--- config.mk ---
export PLATFORM = sky130hd
export DESIGN_NAME = projectile_ctrl_flat
export DESIGN_NICKNAME = d
export VERILOG_FILES = /design/src/rtl/projectile_ctrl_pkg.sv /design/src/rtl/projectile_ctrl_if.sv /design/src/rtl/projectile_ctrl_rise_detect.sv /design/src/rtl/projectile_ctrl.sv /design/src/flat_wrapper.sv
export SDC_FILE = /design/constraint.sdc
export NUM_CORES = 1
export LEC_CHECK = 0
export CORE_AREA = 2 2 62 64
export CTS_BUF_LIST = sky130_fd_sc_hd__clkbuf_16
export DETAILED_ROUTE_END_ITERATION = 12
export DIE_AREA = 0 0 64 66
export DONT_BUFFER_PORTS = 1
export GPL_TIMING_DRIVEN = 0
export PLACE_DENSITY = 0.76
export REMOVE_ABC_BUFFERS = 1
export SLEW_MARGIN = 20
export SYNTH_ARGS = -nofsm -noshare
export SYNTH_HDL_FRONTEND = slang
export SYNTH_SLANG_ARGS = --single-unit
--- constraint.sdc ---
create_clock -name clk -period 5.6 [get_ports clk]
set_input_delay 0.56 -clock clk [delete_from_list [all_inputs] [get_ports clk]]
set_output_delay 0.56 -clock clk [all_outputs]
set_load 0.01 [all_outputs]
--- src/rtl/projectile_ctrl_pkg.sv ---
`default_nettype none
// ============================================================================
// Module   : projectile_ctrl_pkg
// Brief    : Shared constants and state encoding for the projectile controller.
// Revision : 1.0
// ============================================================================
package projectile_ctrl_pkg;

   localparam logic [9:0] PARK = 10'h3FF;
   localparam int H_RES = 640;
   localparam int V_RES = 480;

   localparam int DEF_SPEED      = 4;
   localparam int DEF_MUZZLE_OFF = 16;
   localparam int DEF_TOP_LIMIT  = 35;
   localparam int DEF_COOLDOWN   = 8;

   typedef enum logic [2:0] {
      S_IDLE = 3'b001,
      S_FLY  = 3'b010,
      S_COOL = 3'b100
   } state_t;

endpackage
`default_nettype wire

--- src/rtl/projectile_ctrl_if.sv ---
`default_nettype none
// ============================================================================
// Module   : projectile_ctrl_if
// Brief    : Player/control inputs and projectile outputs of the controller.
// Revision : 1.0
// ============================================================================
interface projectile_ctrl_if;
   logic       fire;
   logic       move_tick;
   logic [9:0] player_h;
   logic [9:0] player_v;
   logic       hit;
   logic [9:0] projectile_h;
   logic [9:0] projectile_v;
   logic       active;
   logic       ready;
   logic [7:0] shots;

   modport master (
      output fire, move_tick, player_h, player_v, hit,
      input  projectile_h, projectile_v, active, ready, shots
   );

   modport slave (
      input  fire, move_tick, player_h, player_v, hit,
      output projectile_h, projectile_v, active, ready, shots
   );
endinterface
`default_nettype wire

--- src/rtl/projectile_ctrl_rise_detect.sv ---
`default_nettype none
// ============================================================================
// Module   : rise_detect
// Brief    : Rising-edge detector; history resets high so a held input is
//            not seen as a fresh edge after reset.
// Revision : 1.0
// ============================================================================
module rise_detect (
   input  logic clk,
   input  logic reset,
   input  logic in,
   output logic rise
);
   logic r_in_q;

   always_ff @(posedge clk) begin
      if (reset) r_in_q <= 1'b1;
      else       r_in_q <= in;
   end

   assign rise = in & ~r_in_q;
endmodule
`default_nettype wire

--- src/rtl/projectile_ctrl.sv ---
`default_nettype none
// ============================================================================
// Module   : projectile_ctrl
// Brief    : Single-shot projectile launcher: launch, upward flight, cooldown.
// Revision : 1.0
// ============================================================================
module projectile_ctrl
   import projectile_ctrl_pkg::*;
#(
   parameter int SPEED      = DEF_SPEED,
   parameter int MUZZLE_OFF = DEF_MUZZLE_OFF,
   parameter int TOP_LIMIT  = DEF_TOP_LIMIT,
   parameter int COOLDOWN   = DEF_COOLDOWN
) (
   input  logic               clk,
   input  logic               reset,
   projectile_ctrl_if.slave   bus
);
   // 11-bit thresholds so the comparisons cannot wrap
   localparam logic [10:0] c_LAUNCH_MIN = 11'(TOP_LIMIT + MUZZLE_OFF);
   localparam logic [10:0] c_FLY_MIN    = 11'(TOP_LIMIT + SPEED);

   state_t     r_state;
   logic [9:0] r_proj_h;
   logic [9:0] r_proj_v;
   logic       r_active;
   logic       r_ready;
   logic [7:0] r_shots;
   logic [7:0] r_count;
   logic       w_fire_rise;

   rise_detect u_fire_rise (
      .clk   (clk),
      .reset (reset),
      .in    (bus.fire),
      .rise  (w_fire_rise)
   );

   always_ff @(posedge clk) begin
      if (reset) begin
         r_state  <= S_IDLE;
         r_proj_h <= PARK;
         r_proj_v <= PARK;
         r_active <= 1'b0;
         r_ready  <= 1'b1;
         r_shots  <= 8'd0;
         r_count  <= 8'd0;
      end else begin
         case (r_state)
            S_IDLE: begin
               if (w_fire_rise && ({1'b0, bus.player_v} >= c_LAUNCH_MIN)) begin
                  r_state  <= S_FLY;
                  r_proj_h <= bus.player_h;
                  r_proj_v <= bus.player_v - 10'(MUZZLE_OFF);
                  r_shots  <= r_shots + 8'd1;
                  r_active <= 1'b1;
                  r_ready  <= 1'b0;
               end
            end
            S_FLY: begin
               // A hit wins over motion; a step past the top also ends flight
               if (bus.hit || (bus.move_tick && ({1'b0, r_proj_v} < c_FLY_MIN))) begin
                  r_state  <= S_COOL;
                  r_proj_h <= PARK;
                  r_proj_v <= PARK;
                  r_count  <= 8'(COOLDOWN);
                  r_active <= 1'b0;
               end else if (bus.move_tick) begin
                  r_proj_v <= r_proj_v - 10'(SPEED);
               end
            end
            S_COOL: begin
               if (bus.move_tick) begin
                  if (r_count <= 8'd1) begin
                     r_state <= S_IDLE;
                     r_ready <= 1'b1;
                     r_count <= 8'd0;
                  end else begin
                     r_count <= r_count - 8'd1;
                  end
               end
            end
            default: begin
               r_state  <= S_IDLE;
               r_proj_h <= PARK;
               r_proj_v <= PARK;
               r_active <= 1'b0;
               r_ready  <= 1'b1;
               r_count  <= 8'd0;
            end
         endcase
      end
   end

   assign bus.projectile_h = r_proj_h;
   assign bus.projectile_v = r_proj_v;
   assign bus.active       = r_active;
   assign bus.ready        = r_ready;
   assign bus.shots        = r_shots;
endmodule
`default_nettype wire

--- src/flat_wrapper.sv ---
// flat-port wrapper written by rule: the top's interface ports become plain ports
module projectile_ctrl_flat import projectile_ctrl_pkg::*;
#(
   parameter int SPEED      = DEF_SPEED,
   parameter int MUZZLE_OFF = DEF_MUZZLE_OFF,
   parameter int TOP_LIMIT  = DEF_TOP_LIMIT,
   parameter int COOLDOWN   = DEF_COOLDOWN
)
  (clk, reset, bus_fire, bus_move_tick, bus_player_h, bus_player_v, bus_hit, bus_projectile_h, bus_projectile_v, bus_active, bus_ready, bus_shots);
  projectile_ctrl_if bus_i ();
  input  logic clk;
  input  logic reset;
  input wire logic [$bits(bus_i.fire)-1:0] bus_fire;
  input wire logic [$bits(bus_i.move_tick)-1:0] bus_move_tick;
  input wire logic [$bits(bus_i.player_h)-1:0] bus_player_h;
  input wire logic [$bits(bus_i.player_v)-1:0] bus_player_v;
  input wire logic [$bits(bus_i.hit)-1:0] bus_hit;
  output wire logic [$bits(bus_i.projectile_h)-1:0] bus_projectile_h;
  output wire logic [$bits(bus_i.projectile_v)-1:0] bus_projectile_v;
  output wire logic [$bits(bus_i.active)-1:0] bus_active;
  output wire logic [$bits(bus_i.ready)-1:0] bus_ready;
  output wire logic [$bits(bus_i.shots)-1:0] bus_shots;
  assign bus_i.fire = bus_fire;
  assign bus_i.move_tick = bus_move_tick;
  assign bus_i.player_h = bus_player_h;
  assign bus_i.player_v = bus_player_v;
  assign bus_i.hit = bus_hit;
  assign bus_projectile_h = bus_i.projectile_h;
  assign bus_projectile_v = bus_i.projectile_v;
  assign bus_active = bus_i.active;
  assign bus_ready = bus_i.ready;
  assign bus_shots = bus_i.shots;
  projectile_ctrl #(.SPEED(SPEED), .MUZZLE_OFF(MUZZLE_OFF), .TOP_LIMIT(TOP_LIMIT), .COOLDOWN(COOLDOWN)) u_core (.clk(clk), .reset(reset), .bus(bus_i));
endmodule
==> impl_metrics.tcl, run 1 <==
set metrics [dict create \
    portBuffers 0 \
    drc 0 \
    instances_no_fill 297 \
    fin_crit_ns 2.28 \
    hold_viol 0 \
    hold_slack_ns 0.345 \
    yosysTopAreaCellShare 0.384 \
    synth.avg_cell_area_um2 8.69 \
    area_growth_pct 7.03 \
    dp_hpwl_mm 3.33 \
    num_rows 22 \
    clock_path_buffers 2 \
    drtPass1Iterations 4 \
    grt-ovfl-total 0 \
    synthTopCellsByArea "dfxtp_1 (38%), nor2_1 (4.8%), o22a_1 (4.4%)" \
    outcome "complete, no violations" \
    ys_warn_count 0 \
    power.internal_uw 585 \
    drtIter0Drc 81 \
    h-tree-depth 2 \
    multi_input_area_um2 1250 \
    grt_pass1_wl_mm 7.51 \
    finalCritPeriodShare 0.407 \
    syn_area_um2 2190 \
    diodes 0 \
    p_leak_nw 0.850 \
    cts_tree "done" \
    nNetsFinal 280 \
    die_y_um 66 \
    place.gp.congestion 0.859 \
    synth_top_cell_by_area "dfxtp_1" \
    ios 55 \
    path_class "flip-flop to flip-flop" \
    dp.cells 289 \
    setup_viol 0 \
    slew_headroom 0.469 \
    root_buffer "clkbuf_16" \
    clk_pin_slew_ns 0.06 \
    clk_latency_ns 0.28 \
    grt_max_degree 35 \
    rsz0062_at_grt "no" \
    post-cts-setup-buffers 0 \
    layout.area.seq_um2 841 \
    comb_power_share 0.243 \
    cellPowerDensity_nw_per_um2 382 \
    hold_path_class "input port to flip-flop" \
    ys_seq_area_frac 0.384 \
    clock_sinks 42 \
    setup_ws_ns 3.32 \
    cp.required_ns 5.78 \
    cts_buffers 5 \
    fp.dieW_um 64 \
    holdBufCountCts 0 \
    grt_pass1_vias 1616 \
    wl_per_cell_um 15.7 \
    antenna_found_initial 0 \
    core_area_um2 3550 \
    n_fill_cell 309 \
    p_switching_uw 309 \
    ys.flop_type "dfxtp_1" \
    grt_use_total 0.228 \
    seqPwrFrac 0.441 \
    swShare 0.346 \
    ant_nets 0 \
    synthCells 252 \
    holdPathStages 1 \
    max_freq_ghz 0.439 \
    drv_cap 0 \
    finalClockSkew_ns 0.00353 \
    slew_violations 0 \
    arrival_ns 2.45 \
    cp-start-kind "flip-flop" \
    ir_worst_vdd_mv 0.162 \
    ys_types 54 \
    synth_most_common_cell "dfxtp_1" \
    synthTopCellsByCount "dfxtp_1 (42), nor2_1 (28), a21oi_1 (18)" \
    num_vias 1847 \
    tns_ns 0 \
    cts-resized-gates 0 \
    finalWirelength_mm 4.66 \
    cp_max_fo 9 \
    cp-end-kind "flip-flop" \
    synth-seq-cells 42 \
    synth_edf_count 0 \
    initial_core_util 0.617 \
    via_per_inst 6.22 \
    reg2regPathDepth 5 \
    pwr-share-clk 0.316 \
    drive_gt1_frac 0.0924 \
    async_flop_share 0 \
    post-route-util 0.660 \
    pre_cts_slack_ns 3.16 \
    tightest_slew_ns 0.789 \
    die_area_um2 4220 \
]
-- metrics by stage --
| stage | area (µm²) | power [mW] |
|---|---|---|
| finish | 2340 | 0.895 |
| global route | 2340 | 0.946 |
| CTS | 2340 | 0.903 |
| detailed placement | 2200 | 0.617 |
| global placement | 2200 | 0.614 |
| floorplan | 2140 | 0.560 |
-- sequential cells by signal, summed over array words and instances, names as in the netlist --
name	flops
u_core.r_count	8
u_core.bus.shots	8
u_core.bus.projectile_v	10
u_core.bus.ready	1
u_core.r_state	3
u_core.u_fire_rise.r_in_q	1
u_core.bus.active	1
u_core.bus.projectile_h	10
-- final cells by class --
type	count	area share
well taps	48	0.0256
clock buffers	5	0.0534
clock inverters	3	0.00908
multi-input cells	188	0.536
inverters	11	0.0176
flip-flops and latches	42	0.359
-- path summary, 6_finish.rpt --
check	startpoint	end	slack, ns
setup reg to reg	u_core.bus.projectile_v[6]	u_core.r_count[2]	3.32
hold / removal	reset	u_core.r_count[6]	0.34
setup / recovery	u_core.bus.projectile_v[6]	u_core.r_count[2]	3.32
hold reg to reg	u_core.r_count[5]	u_core.r_count[5]	0.49
-- worst max-delay path, stage by stage (launching register included) --
cell     delay, ns
dfxtp_1       0.41
nor4_1        0.42
nand4_1       0.30
a21oi_1       0.58
o21ai_0       0.19
a31o_2        0.27
-- cells by family (layout without fill, tap and decap cells) --
| group | count (synthesis) | after routing | share of synthesized area |
|---|---|---|---|
| adders and majority gates | 7 | 7 | 0.0400 |
| and+or+nand+nor | 100 | 100 | 0.250 |
| AOI/OAI and AO/OA | 67 | 67 | 0.226 |
| xor gates and xnor gates | 12 | 12 | 0.0480 |
| muxes | 2 | 2 | 0.00914 |
| buffers and inverters | 22 | 19 | 0.0429 |
| DFF | 42 | 42 | 0.384 |
-- power by group through the flow --
| stage | sequential, mW | combinational, mW | clock, mW |
|---|---|---|---|
| after floorplan | 0.388 | 0.172 | 0 |
| after global placement | 0.400 | 0.214 | 0 |
| after detailed placement | 0.400 | 0.217 | 0 |
| after CTS | 0.394 | 0.217 | 0.292 |
| after global routing | 0.400 | 0.244 | 0.302 |
| final | 0.395 | 0.218 | 0.282 |
-- cell usage in the layout (no fill, tap or decap), drive strengths merged, types with 5 or more instances in the layout --
| cell | n |
|---|---|
| a21oi | 18 |
| clkbuf | 5 |
| dfxtp | 42 |
| ha | 7 |
| inv | 11 |
| nand2 | 6 |
| nand2b | 7 |
| nand3 | 5 |
| nor2 | 29 |
| nor3 | 16 |
| nor4 | 7 |
| o21ai | 8 |
| o22a | 12 |
| or3 | 9 |
| xnor2 | 9 |
-- metal layers --
metal | global-route usage | up-vias | wire length [µm] | share of wire
met3 | 0.0698 | 8 | 343 | 0.074
met5 | 0 | - | 0 | 0
met1 | 0.282 | 864 | 2130 | 0.46
met2 | 0.365 | 56 | 2110 | 0.45
met4 | 0.101 | 0 | 79 | 0.017
li1 | - | 919 | - | -
No activity file was read; power rests on OpenSTA's default activity.
==> inputs of run 2 (changes only) <==
--- a/config.mk
+++ b/config.mk
@@ -5,13 +5,14 @@
 export SDC_FILE = /design/constraint.sdc
 export NUM_CORES = 1
 export LEC_CHECK = 0
-export CORE_AREA = 2 2 62 64
+export ABC_AREA = 1
+export CORE_AREA = 2 2 67 69
 export CTS_BUF_LIST = sky130_fd_sc_hd__clkbuf_16
 export DETAILED_ROUTE_END_ITERATION = 12
-export DIE_AREA = 0 0 64 66
+export DIE_AREA = 0 0 69 71
 export DONT_BUFFER_PORTS = 1
 export GPL_TIMING_DRIVEN = 0
-export PLACE_DENSITY = 0.76
+export PLACE_DENSITY = 0.74
 export REMOVE_ABC_BUFFERS = 1
 export SLEW_MARGIN = 20
 export SYNTH_ARGS = -nofsm -noshare
==> constraint.sdc (replaced) <==
create_clock -name clk -period 2.3 [get_ports clk]
set_input_delay 0.23 -clock clk [delete_from_list [all_inputs] [get_ports clk]]
set_output_delay 0.23 -clock clk [all_outputs]
set_load 0.01 [all_outputs]
==> impl_metrics.tcl, run 2 <==
set metrics [dict create \
    r2r_setup_slack_ns 0.54 \
    antenna_found_initial 0 \
    initial_core_util 0.598 \
    hold_path_class "input port to flip-flop" \
    clk_latency_ns 0.28 \
    holdPathStages 1 \
    cp_max_fo 14 \
    die_y_um 71 \
    pwr-share-clk 0.359 \
    clk_pin_slew_ns 0.06 \
    wl_per_cell_um 12.5 \
    ys_types 31 \
    hold_viol 0 \
    grt_use_total 0.233 \
    async_flop_share 0 \
    cp.required_ns 2.51 \
    place.gp.congestion 0.887 \
    ant_nets 0 \
    ir_worst_vdd_mv 0.414 \
    slew_violations 0 \
    clock_path_buffers 2 \
    dp.cells 420 \
    ys_seq_area_frac 0.334 \
    drtIter0Drc 113 \
    num_rows 24 \
    num_vias 2275 \
    via_per_inst 5.33 \
    finalClockSkew_ns 0.00325 \
    fp.dieW_um 69 \
    die_area_um2 4900 \
    swShare 0.300 \
    nNetsFinal 407 \
    tns_ns 0 \
    drive_gt1_frac 0.112 \
    syn_area_um2 2510 \
    ios 55 \
    grt-ovfl-total 0 \
    hold_slack_ns 0.0139 \
    cts-resized-gates 0 \
    post-route-util 0.632 \
    drc 0 \
    power.internal_mw 1.30 \
    p_total_mw 1.85 \
    synth_most_common_cell "nand2_1" \
    tightest_slew_ns 0.773 \
    path_class "flip-flop to flip-flop" \
    cts_tree "done" \
    reg2regPathDepth 11 \
    hp-start "reset" \
    clock_sinks 42 \
    grt_pass1_wl_mm 9.61 \
    dp_hpwl_mm 3.89 \
    outcome "complete, no violations" \
    n_fill_cell 390 \
    synth-seq-cells 42 \
    reg2reg_from "u_core.bus.projectile_v[3]" \
    fin_crit_ns 1.76 \
    seqPwrFrac 0.463 \
    h-tree-depth 2 \
    finalWirelength_mm 5.33 \
    instances_no_fill 427 \
    cp-startpoint "u_core.bus.projectile_v[3]" \
    pre_cts_slack_ns 0.530 \
    synthCells 376 \
    finalCritPeriodShare 0.764 \
    synth_edf_count 0 \
    core_area_um2 4200 \
    cp-end-kind "flip-flop" \
    design_area_um2 2660 \
    comb_power_share 0.178 \
    arrival_ns 1.97 \
    setup_ws_ns 0.543 \
    slew_headroom 0.484 \
    diodes 0 \
    portBuffers 0 \
    synth.avg_cell_area_um2 6.69 \
    layout_commonest_cell "nand2_1" \
    synth_top_cell_by_area "dfxtp_1" \
    grt_max_degree 24 \
    post-cts-setup-buffers 0 \
    ys_warn_count 0 \
    p_switching_uw 556 \
    synthTopCellsByCount "nand2_1 (117), dfxtp_1 (42), inv_1 (42)" \
    p_leak_nw 1.26 \
    setup_viol 0 \
    cp-start-kind "flip-flop" \
    ys.flop_type "dfxtp_1" \
    drv_cap 0 \
    rsz0062_at_grt "no" \
    cellPowerDensity_nw_per_um2 697 \
    drtPass1Iterations 5 \
    cts_buffers 5 \
    place_area_um2 2520 \
    area_growth_pct 5.57 \
    max_freq_ghz 0.569 \
    yosysTopAreaCellShare 0.334 \
    grt_pass1_vias 2245 \
    synthTopCellsByArea "dfxtp_1 (33%), nand2_1 (17%), nand3_1 (7.2%)" \
    final_cell_mix "nand2_1 (117), inv_1 (42), dfxtp_1 (42)" \
    root_buffer "clkbuf_16" \
    holdBufCountCts 0 \
]
run 2: cell count changes after synthesis, sizes merged, moves of 7 or more:
cell    before  now
nor4         7    0
nand2        6  121
or2          3   11
or3          9    0
o22a        12    0
o21ai        8   15
nand2b       7    0
inv         11   51
nand3        5   42
run 2: cell type report:
class | count | area, µm² | area share
multi-input combinational | 274 | 1410 | 0.531
sequential | 42 | 841 | 0.317
clock buffer | 5 | 125 | 0.0471
clock inverter | 2 | 10.0 | 0.00377
inverter | 52 | 204 | 0.0768
tap | 52 | 65.1 | 0.0245
run 2: power groups by stage:
| stage | clock network [mW] | registers (mW) | logic [mW] |
|---|---|---|---|
| 2_1_floorplan | 0 | 0.858 | 0.272 |
| 4_1_cts | 0.670 | 0.857 | 0.329 |
| 5_1_grt | 0.693 | 0.864 | 0.384 |
| 6_report | 0.665 | 0.857 | 0.329 |
| 3_3_place_gp | 0 | 0.871 | 0.321 |
| 3_5_place_dp | 0 | 0.873 | 0.327 |
run 2: worst paths after layout:
kind,to
worst max-delay path,u_core.bus.projectile_h[1]
worst min-delay path,u_core.r_count[0]
worst max register to register,u_core.bus.projectile_h[1]
worst min register to register,u_core.r_count[4]
run 2: critical path, stage by stage, from the launching register on:
cell and delay (ns):
dfxtp_1 0.44, inv_1 0.09, ha_1 0.18, nand3_1 0.09, nand2_1 0.06, nand2_1 0.05, nand2_1 0.09, nand3_4 0.14
nand3_4 0.19, inv_2 0.21, nand2_1 0.08, nand3_1 0.06
run 2: routing by layer:
layer,wire length (µm),global-route usage
met1,2440,0.284
met2,2500,0.412
met3,355,0.0613
met4,40,0.0545
met5,0,0
run 2: cell families after synthesis:
kind of cell	Yosys count	share of synthesized area
simple gates	224	0.427
buf+inv	60	0.105
flops	42	0.334
compound gates	36	0.0746
xor+xnor	7	0.0244
fa+ha+maj	7	0.0348
